<file path="config.mk">
export PLATFORM = sky130hd
export DESIGN_NAME = transfer_ctrl_hub
export DESIGN_NICKNAME = d
export VERILOG_FILES = /design/src/rtl/transfer_ctrl_hub.sv
export SDC_FILE = /design/constraint.sdc
export NUM_CORES = 1
export LEC_CHECK = 0
export CORE_MARGIN = 10
export CORE_UTILIZATION = 60
export CTS_CLUSTER_DIAMETER = 100
export CTS_CLUSTER_SIZE = 10
export DETAILED_ROUTE_END_ITERATION = 12
export PLACE_DENSITY = 0.78
export REMOVE_ABC_BUFFERS = 1
export SYNTH_ARGS = -nofsm -noshare
export SYNTH_HDL_FRONTEND = slang
export SYNTH_SLANG_ARGS = --single-unit
</file>
<file path="constraint.sdc">
create_clock -name clk -period 4.1 [get_ports clk]
set_input_delay 0.82 -clock clk [delete_from_list [all_inputs] [get_ports clk]]
set_output_delay 0.82 -clock clk [all_outputs]
set_load 0.02 [all_outputs]
</file>
<file path="src/rtl/transfer_ctrl_hub.sv">
// Serial command/data receiver: deserialises a bit stream into words, decodes scanner commands and
// queues length-prefixed binary/ASCII payloads into a FIFO for a valid/ready consumer.
module transfer_ctrl_hub #(
  parameter int unsigned WORD_W = 8,
  parameter int unsigned DEPTH  = 16,
  parameter int unsigned N_SCAN = 2
) (
  input  logic              clk,
  input  logic              rst,
  input  logic              i_ser_valid,
  input  logic              i_ser_data,
  input  logic              i_rdy_in,
  output logic              o_rdy_out,
  output logic [N_SCAN-1:0] o_scan_start,
  output logic [N_SCAN-1:0] o_scan_flush,
  output logic [WORD_W-1:0] o_out_data,
  output logic              o_out_ascii,
  output logic              o_out_valid,
  input  logic              i_out_ready,
  output logic              o_cmd_err,
  output logic              o_overflow
);

  localparam int unsigned CH_W = WORD_W - 4;
  localparam int unsigned AW   = $clog2(DEPTH);
  localparam int unsigned BW   = $clog2(WORD_W);

  localparam logic [3:0] OP_BUF50 = 4'd1;
  localparam logic [3:0] OP_BUF80 = 4'd2;
  localparam logic [3:0] OP_BUF90 = 4'd3;
  localparam logic [3:0] OP_FULL  = 4'd4;
  localparam logic [3:0] OP_FLUSH = 4'd5;
  localparam logic [3:0] OP_READY = 4'd6;
  localparam logic [3:0] OP_BIN   = 4'd7;
  localparam logic [3:0] OP_ASCII = 4'd8;

  typedef enum logic [1:0] {StCmd, StLen, StData} state_e;

  // Deserialiser
  logic [WORD_W-2:0] r_shift;
  logic [BW-1:0]     r_bit_cnt;
  logic [WORD_W-1:0] r_word;
  logic              r_word_vld;

  always_ff @(posedge clk) begin
    if (rst) begin
      r_shift    <= '0;
      r_bit_cnt  <= '0;
      r_word     <= '0;
      r_word_vld <= 1'b0;
    end else begin
      r_word_vld <= 1'b0;
      if (i_ser_valid) begin
        r_shift <= {r_shift[WORD_W-3:0], i_ser_data};
        if (r_bit_cnt == BW'(WORD_W - 1)) begin
          r_bit_cnt  <= '0;
          r_word     <= {r_shift, i_ser_data};
          r_word_vld <= 1'b1;
        end else begin
          r_bit_cnt <= r_bit_cnt + BW'(1);
        end
      end
    end
  end

  // Command decode
  logic [3:0]      w_op;
  logic [CH_W-1:0] w_ch;
  logic            w_ch_ok;

  assign w_op    = r_word[3:0];
  assign w_ch    = r_word[WORD_W-1:4];
  assign w_ch_ok = {1'b0, w_ch} < (CH_W + 1)'(N_SCAN);

  state_e            r_state;
  logic              r_follow;
  logic              r_ascii;
  logic [WORD_W-1:0] r_len;
  logic [N_SCAN-1:0] r_scan_start;
  logic [N_SCAN-1:0] r_scan_flush;
  logic              r_cmd_err;
  logic              r_rdy_out;

  always_ff @(posedge clk) begin
    if (rst) begin
      r_state      <= StCmd;
      r_follow     <= 1'b0;
      r_ascii      <= 1'b0;
      r_len        <= '0;
      r_scan_start <= '0;
      r_scan_flush <= '0;
      r_cmd_err    <= 1'b0;
      r_rdy_out    <= 1'b0;
    end else begin
      r_scan_start <= '0;
      r_scan_flush <= '0;
      r_cmd_err    <= 1'b0;
      r_rdy_out    <= r_follow & i_rdy_in;
      if (r_word_vld) begin
        unique case (r_state)
          StCmd: begin
            case (w_op)
              OP_BUF50: begin
                r_follow <= 1'b0;
                if (!w_ch_ok) r_cmd_err <= 1'b1;
                for (int unsigned i = 0; i < N_SCAN; i++) begin
                  if (w_ch_ok && w_ch == CH_W'(i)) r_scan_flush[i] <= 1'b1;
                end
              end
              OP_BUF90: begin
                r_follow <= 1'b1;
                if (!w_ch_ok) r_cmd_err <= 1'b1;
                for (int unsigned i = 0; i < N_SCAN; i++) begin
                  if (w_ch_ok && w_ch == CH_W'(i)) r_scan_start[i] <= 1'b1;
                end
              end
              OP_BUF80, OP_FULL, OP_READY: r_follow <= 1'b1;
              OP_FLUSH: ;  // FIFO clear is handled alongside the pointers
              OP_BIN, OP_ASCII: begin
                r_follow <= 1'b1;
                r_ascii  <= (w_op == OP_ASCII);
                r_state  <= StLen;
              end
              default: r_cmd_err <= 1'b1;
            endcase
          end
          StLen: begin
            if (r_word == '0) begin
              r_state <= StCmd;
            end else begin
              r_len   <= r_word;
              r_state <= StData;
            end
          end
          StData: begin
            r_len <= r_len - WORD_W'(1);
            if (r_len == WORD_W'(1)) r_state <= StCmd;
          end
          default: r_state <= StCmd;
        endcase
      end
    end
  end

  // Payload FIFO
  logic [WORD_W:0] r_mem [DEPTH];
  logic [AW-1:0]   r_wr_ptr;
  logic [AW-1:0]   r_rd_ptr;
  logic [AW:0]     r_count;
  logic            r_overflow;
  logic            w_push;
  logic            w_pop;
  logic            w_wr;
  logic            w_flush;
  logic [WORD_W:0] w_head;

  assign w_push  = r_word_vld && (r_state == StData);
  assign w_flush = r_word_vld && (r_state == StCmd) && (w_op == OP_FLUSH);
  assign w_pop   = o_out_valid & i_out_ready;
  // A pop in the same cycle frees the slot, so a full FIFO can still accept.
  assign w_wr    = w_push && ((r_count != (AW + 1)'(DEPTH)) || w_pop);

  always_ff @(posedge clk) begin
    if (rst) begin
      r_wr_ptr   <= '0;
      r_rd_ptr   <= '0;
      r_count    <= '0;
      r_overflow <= 1'b0;
    end else if (w_flush) begin
      r_wr_ptr <= '0;
      r_rd_ptr <= '0;
      r_count  <= '0;
    end else begin
      if (w_wr) r_wr_ptr <= r_wr_ptr + AW'(1);
      if (w_pop) r_rd_ptr <= r_rd_ptr + AW'(1);
      case ({w_wr, w_pop})
        2'b10:   r_count <= r_count + (AW + 1)'(1);
        2'b01:   r_count <= r_count - (AW + 1)'(1);
        default: r_count <= r_count;
      endcase
      if (w_push && !w_wr) r_overflow <= 1'b1;
    end
  end

  always_ff @(posedge clk) begin
    if (w_wr) r_mem[r_wr_ptr] <= {r_ascii, r_word};
  end

  assign w_head       = r_mem[r_rd_ptr];
  assign o_out_valid  = (r_count != '0);
  assign o_out_data   = o_out_valid ? w_head[WORD_W-1:0] : '0;
  assign o_out_ascii  = o_out_valid & w_head[WORD_W];
  assign o_overflow   = r_overflow;
  assign o_rdy_out    = r_rdy_out;
  assign o_scan_start = r_scan_start;
  assign o_scan_flush = r_scan_flush;
  assign o_cmd_err    = r_cmd_err;

endmodule

</file>
# Word level (Yosys, flattened, before mapping)
# Memories as Yosys holds them, arrays and structs flattened. A register that Yosys moved wholly into a read port is not among the register bits.
# Index checks and enable logic that the tools add are counted.
totals:
  input_bits: 6
  ramBits: 144
  mem_count: 1
  reg_bits: 51
op_classes:
  n_eq_ne: 19
  n_reduce_logical: 31
  magnitude_cmp: 1
  n_mux: 19
  n_bitwise: 9
  n_addsub: 6
memory_table:
  columns: ["memory", "depth", "word_bits", "rd", "rd_ports_with_merged_regs", "write_ports", "line_no", "text"]
  rows:
  - ["r_mem", 16, 9, 1, 1, 1, "146", "logic [WORD_W:0] r_mem [DEPTH];"]
ops:
  columns: ["op", "count"]
  rows:
  - ["equality test 4 x 3 -> 1 bit (second input constant)", 4]
  - ["2-to-1 mux 8 bit", 2]
  - ["case mux 8 bit (2 select lines)", 1]
  - ["AND reduction 3 bit", 4]
  - ["OR reduction 6 bit", 2]
  - ["case mux 5 bit (2 select lines)", 1]
  - ["adder 4 x 1 -> 4 bit (second input constant)", 2]
  - ["equality test 4 x 1 -> 1 bit (second input constant)", 2]
  - ["equality test 4 x 2 -> 1 bit (second input constant)", 2]
  - ["equality test 8 x 1 -> 1 bit (second input constant)", 1]
  - ["logical NOT 8 bit", 1]
  - ["2-to-1 mux 4 bit", 2]
  - ["OR reduction 2 bit", 4]
  - ["OR reduction 4 bit", 2]
  - ["subtractor 8 x 1 -> 8 bit (second input constant)", 1]
  - ["logical AND 1 bit", 7]
  - ["2-to-1 mux 1 bit", 6]
  - ["2-to-1 mux 2 bit", 3]
  - ["inverter 1 bit", 6]
  - ["case mux 2 bit (3 select lines)", 1]
  - ["nonzero test 2 bit", 3]
  - ["adder 5 x 1 -> 5 bit (second input constant)", 1]
  - ["inequality test 5 bit (second input constant)", 1]
  - ["nonzero test 5 bit", 1]
  - ["18 further kinds", 25]

# Logic depth before layout (Yosys ltp)
# Gate-level depths: netlist of the first run.
depth:
  ltp_word: 7
  depth_mapped: 9
  ltp_nobuf: 8

# Worst setup path before layout of the first run
# Ideal clock, no wire load.
synth_path:
  kind: "input port to flip-flop"
  startpoint: "in i_out_ready"
  endpoint: "mem r_mem[0][0] (netlist bit), enable pin"
  arrival_ns: 2.297
  setup_time_ns: 0.387
  n_path_buf: 1
  slack_ns: 1.416
  path_stages: 5
  cell_sequence: "buf_2 -> nor2b_1 -> a21oi_1 -> nand2_1 -> nor3_1"
synth_via:
  elab_chain_len: 5
synth_lines:
  columns: ["item", "line_no", "text"]
  rows:
  - ["from (decl)", "19", "input logic i_out_ready,"]
  - ["bitwise AND 1 bit", "159", "assign w_pop = o_out_valid & i_out_ready;"]
  - ["logical OR 1 bit", "161", "assign w_wr = w_push && ((r_count != (AW + 1)'(DEPTH)) || w_pop);"]
  - ["logical AND 1 bit", "161", null]
  - ["2-to-1 mux 1 bit", "186", "if (w_wr) r_mem[r_wr_ptr] <= {r_ascii, r_word};"]
  - ["2-to-1 mux 1 bit (not written as such)", "186", null]
  - ["to (decl)", "146", null]
# Every way passes these cells.

# Final worst setup path of the first run
layout_path:
  startpoint: "reg r_count[0]"
  endpoint: "out o_out_data[0]"
layout_via:
  elab_chain_len: 2
layout_lines:
  columns: ["item", "line_no", "text"]
  rows:
  - ["from (decl)", "149", "logic [AW:0] r_count;"]
  - ["from (signal assigned)", "177", "2'b10: r_count <= r_count + (AW + 1)'(1);"]
  - ["from (signal assigned)", "178", "2'b01: r_count <= r_count - (AW + 1)'(1);"]
  - ["from (signal assigned)", "179", "default: r_count <= r_count;"]
  - ["nonzero test 5 bit", "190", "assign o_out_valid = (r_count != '0);"]
  - ["2-to-1 mux 8 bit", "191", "assign o_out_data = o_out_valid ? w_head[WORD_W-1:0] : '0;"]
  - ["to (decl)", "16", "output logic [WORD_W-1:0] o_out_data,"]
# Every way passes these cells.

==> results of run 1 <==
[worst max-delay path, stage by stage, from the launching register on]
cell,delay (ps)
dfxtp_1,390
nor4_4,560
nand2_1,220
nand2b_1,380
o22ai_1,240
clkdlybuf4s50_1,590
[final cells by class]
type                    instances  area [um^2]
repair buffers                 37          345
fillers                       878         4080
well taps                     176          220
inverters                      11         41.3
clock inverters                 9         83.8
clock buffers                  23          532
flip-flops and latches        199         5430
multi-input cells             307         2670
[logic make-up (layout without fill, tap and decap cells)]
family,count (synthesis),after routing
simple gates,147,147
compound gates,73,73
mux,67,67
flops,199,199
buf+inv,44,80
xor+xnor,7,7
fa+ha+maj,13,13
[through the flow]
step                      total power, mW  utilization  worst slack (ps)  area [um^2]  instances
after floorplan                      2.84            -               705         8140        517
after global placement               3.19        0.650               870         8710        730
after detailed placement             3.22        0.650               713         8710        730
after CTS                            4.88        0.696               454         9320        762
after global routing                 5.03        0.696               331         9320        762
final                                4.86        0.696               467         9320        762
[power groups by stage]
stage	clock, mW	combinational (mW)	sequential (mW)
floorplan	0	0.545	2.29
global placement	0	0.939	2.26
detailed placement	0	0.965	2.26
CTS	1.69	0.971	2.22
global route	1.78	1.03	2.22
finish	1.68	0.963	2.22
[registers in the layout (all words and copies together), names as in the netlist, named ones only]
| name | count |
|---|---|
| r_word | 8 |
| r_bit_cnt | 3 |
| o_overflow | 1 |
| r_count | 5 |
| o_scan_start | 2 |
| o_rdy_out | 1 |
| r_rd_ptr | 4 |
| r_mem | 144 |
| r_len | 8 |
| r_ascii | 1 |
| r_state | 2 |
| r_follow | 1 |
| r_word_vld | 1 |
| o_scan_flush | 2 |
| r_wr_ptr | 4 |
| o_cmd_err | 1 |
| r_shift | 7 |
[per-layer routing]
layer / vias up / wire [um]
li1: 2178 / -
met1: 2403 / 7180
met2: 190 / 8250
met3: 23 / 936
met4: 0 / 358
met5: - / 0
[layout by cell type (no fill, tap or decap), types with 3 or more instances in the layout]
cell             count
a31oi_1              5
o21ai_0              6
a211oi_1             3
xor2_1               4
nand3_1             22
nand4_1              3
o22ai_1             11
edfxtp_1           144
xnor2_1              3
or4_4                3
ha_1                12
clkbuf_16           20
nor3_1              13
a21oi_1             27
clkinv_2             4
nand4b_1             4
mux4_2              36
buf_4               14
nand2_1             28
nor2_1              42
clkdlybuf4s50_1     22
dfxtp_1             54
mux2i_1             30
inv_1               11
nand2b_1             6
or4_1                3
[final timing paths]
path,cells past startpoint,to,slack (ps)
setup / recovery,5,o_out_data[0],470
setup reg to reg,8,r_count[4],1270
hold / removal,1,o_rdy_out,480
hold reg to reg,1,o_rdy_out,480
==> out/metrics.yaml, run 1 <==
yosys_warnings: 0
ys.flop_type: "edfxtp_1"
synth_top_area_cell: "edfxtp_1"
tightest_slew_ps: 967
core_um2: 13400
syn_area_per_cell_um2: 15.1
synth_compound_area_frac: 0.0610
rsz0062_at_grt: "false"
maxCapViolCount: 0
p_per_area_nw_per_um2: 521
gp_congestion: 0.931
critPathRequiredTime_ps: 3280
synth.distinct_cells: 64
timing.final.max_slew_violations: 0
synth_edf_count: 144
fp.dieArea_um2: 19000
met1_usage: 0.257
clock_path_buffers: 2
cts_resized: 0
diodes: 0
clock-sinks: 199
hold_buffers: 0
synth_top_cell_area_share: 0.519
clk_pin_slew_ps: 60
synth_area_um2: 8330
worstSetupPathType: "reg2out"
min_from: "r_follow"
grt_pass1_vias: 4721
wire_per_inst_um: 21.9
leakage_nw: 2.93
rr_startpoint: "r_count[0]"
grt.busiest_layer: "met2"
hpwl_mm: 10.6
switching_share: 0.265
critPathMaxFanout: 9
drt-total-wl_mm: 16.7
ant_nets: 0
grt_pass1_wl_mm: 26.8
drive_gt1_frac: 0.174
dieHeight_um: 138
async_reset_ff_frac: 0
tns_ps: 0
min_period_over_period: 0.886
fin_crit_ps: 3630
cts_htree_levels: 4
grtUsageMet2: 0.290
dr.pass1.iters: 5
critPathLaunch: "r_count[0]"
hold_viol: 0
cp.arrival_ps: 2810
min_path_type: "reg2reg"
antenna_found_initial: 0
cts_tree: "done"
cts_setup_buffers: 0
start_util: 0.621
synth_xor_area_frac: 0.00736
yosysMostFrequentCell: "edfxtp_1"
insertion_delay_ps: 430
ys_seq_area_frac: 0.652
cts-root-buf: "clkbuf_16"
setup_viol: 0
status: "completed"
rows: 42
grt_max_degree: 37
die_w_um: 138
cp-end-kind: "output port"
synth_seq_cells: 199
fin_worst_skew_ps: 5.90
drtIter0Drc: 448
synthCells: 550
synth_commonest_cells: "144 x edfxtp_1, 55 x dfxtp_1, 42 x nor2_1"
clkPwrFrac: 0.345
synth_area_leaders: "edfxtp_1 52%, dfxtp_1 13%, mux4_2 9.7%"
fin_nets: 592
vias_per_cell: 6.29
pin_count: 23
syn_to_final_growth_pct: 12.0
p_sw_mw: 1.29
vdd_drop_max_v: 0.000380
grt_overflow: 0
portBuffers: 22
intPower_mw: 3.57
slew-limit-headroom: 0.354
vias: 4794
worst_hold_slack_ps: 484
seq_power_share: 0.456
p_comb_frac: 0.198
synthAdderAreaFrac: 0.0204
drc_errors: 0
muxShareOfSynthArea: 0.135
max_freq_mhz: 275
cts-buffers-inserted: 17
cp-start-kind: "flop"
synthSimpleGateAreaFrac: 0.0974
grt_usage: 0.189
use_met3: 0.0430
synth_top_family_by_area: "multiplexers"
Note: power is estimated with default switching activity, not from simulation.
==> run 2, diff against run 1 <==
--- a/config.mk
+++ b/config.mk
@@ -5,6 +5,7 @@
 export SDC_FILE = /design/constraint.sdc
 export NUM_CORES = 1
 export LEC_CHECK = 0
+export ABC_AREA = 0
 export CORE_MARGIN = 10
 export CORE_UTILIZATION = 60
 export CTS_CLUSTER_DIAMETER = 100
==> results of run 2 <==
Final layout, timing and power as in run 1 (identical DEF).
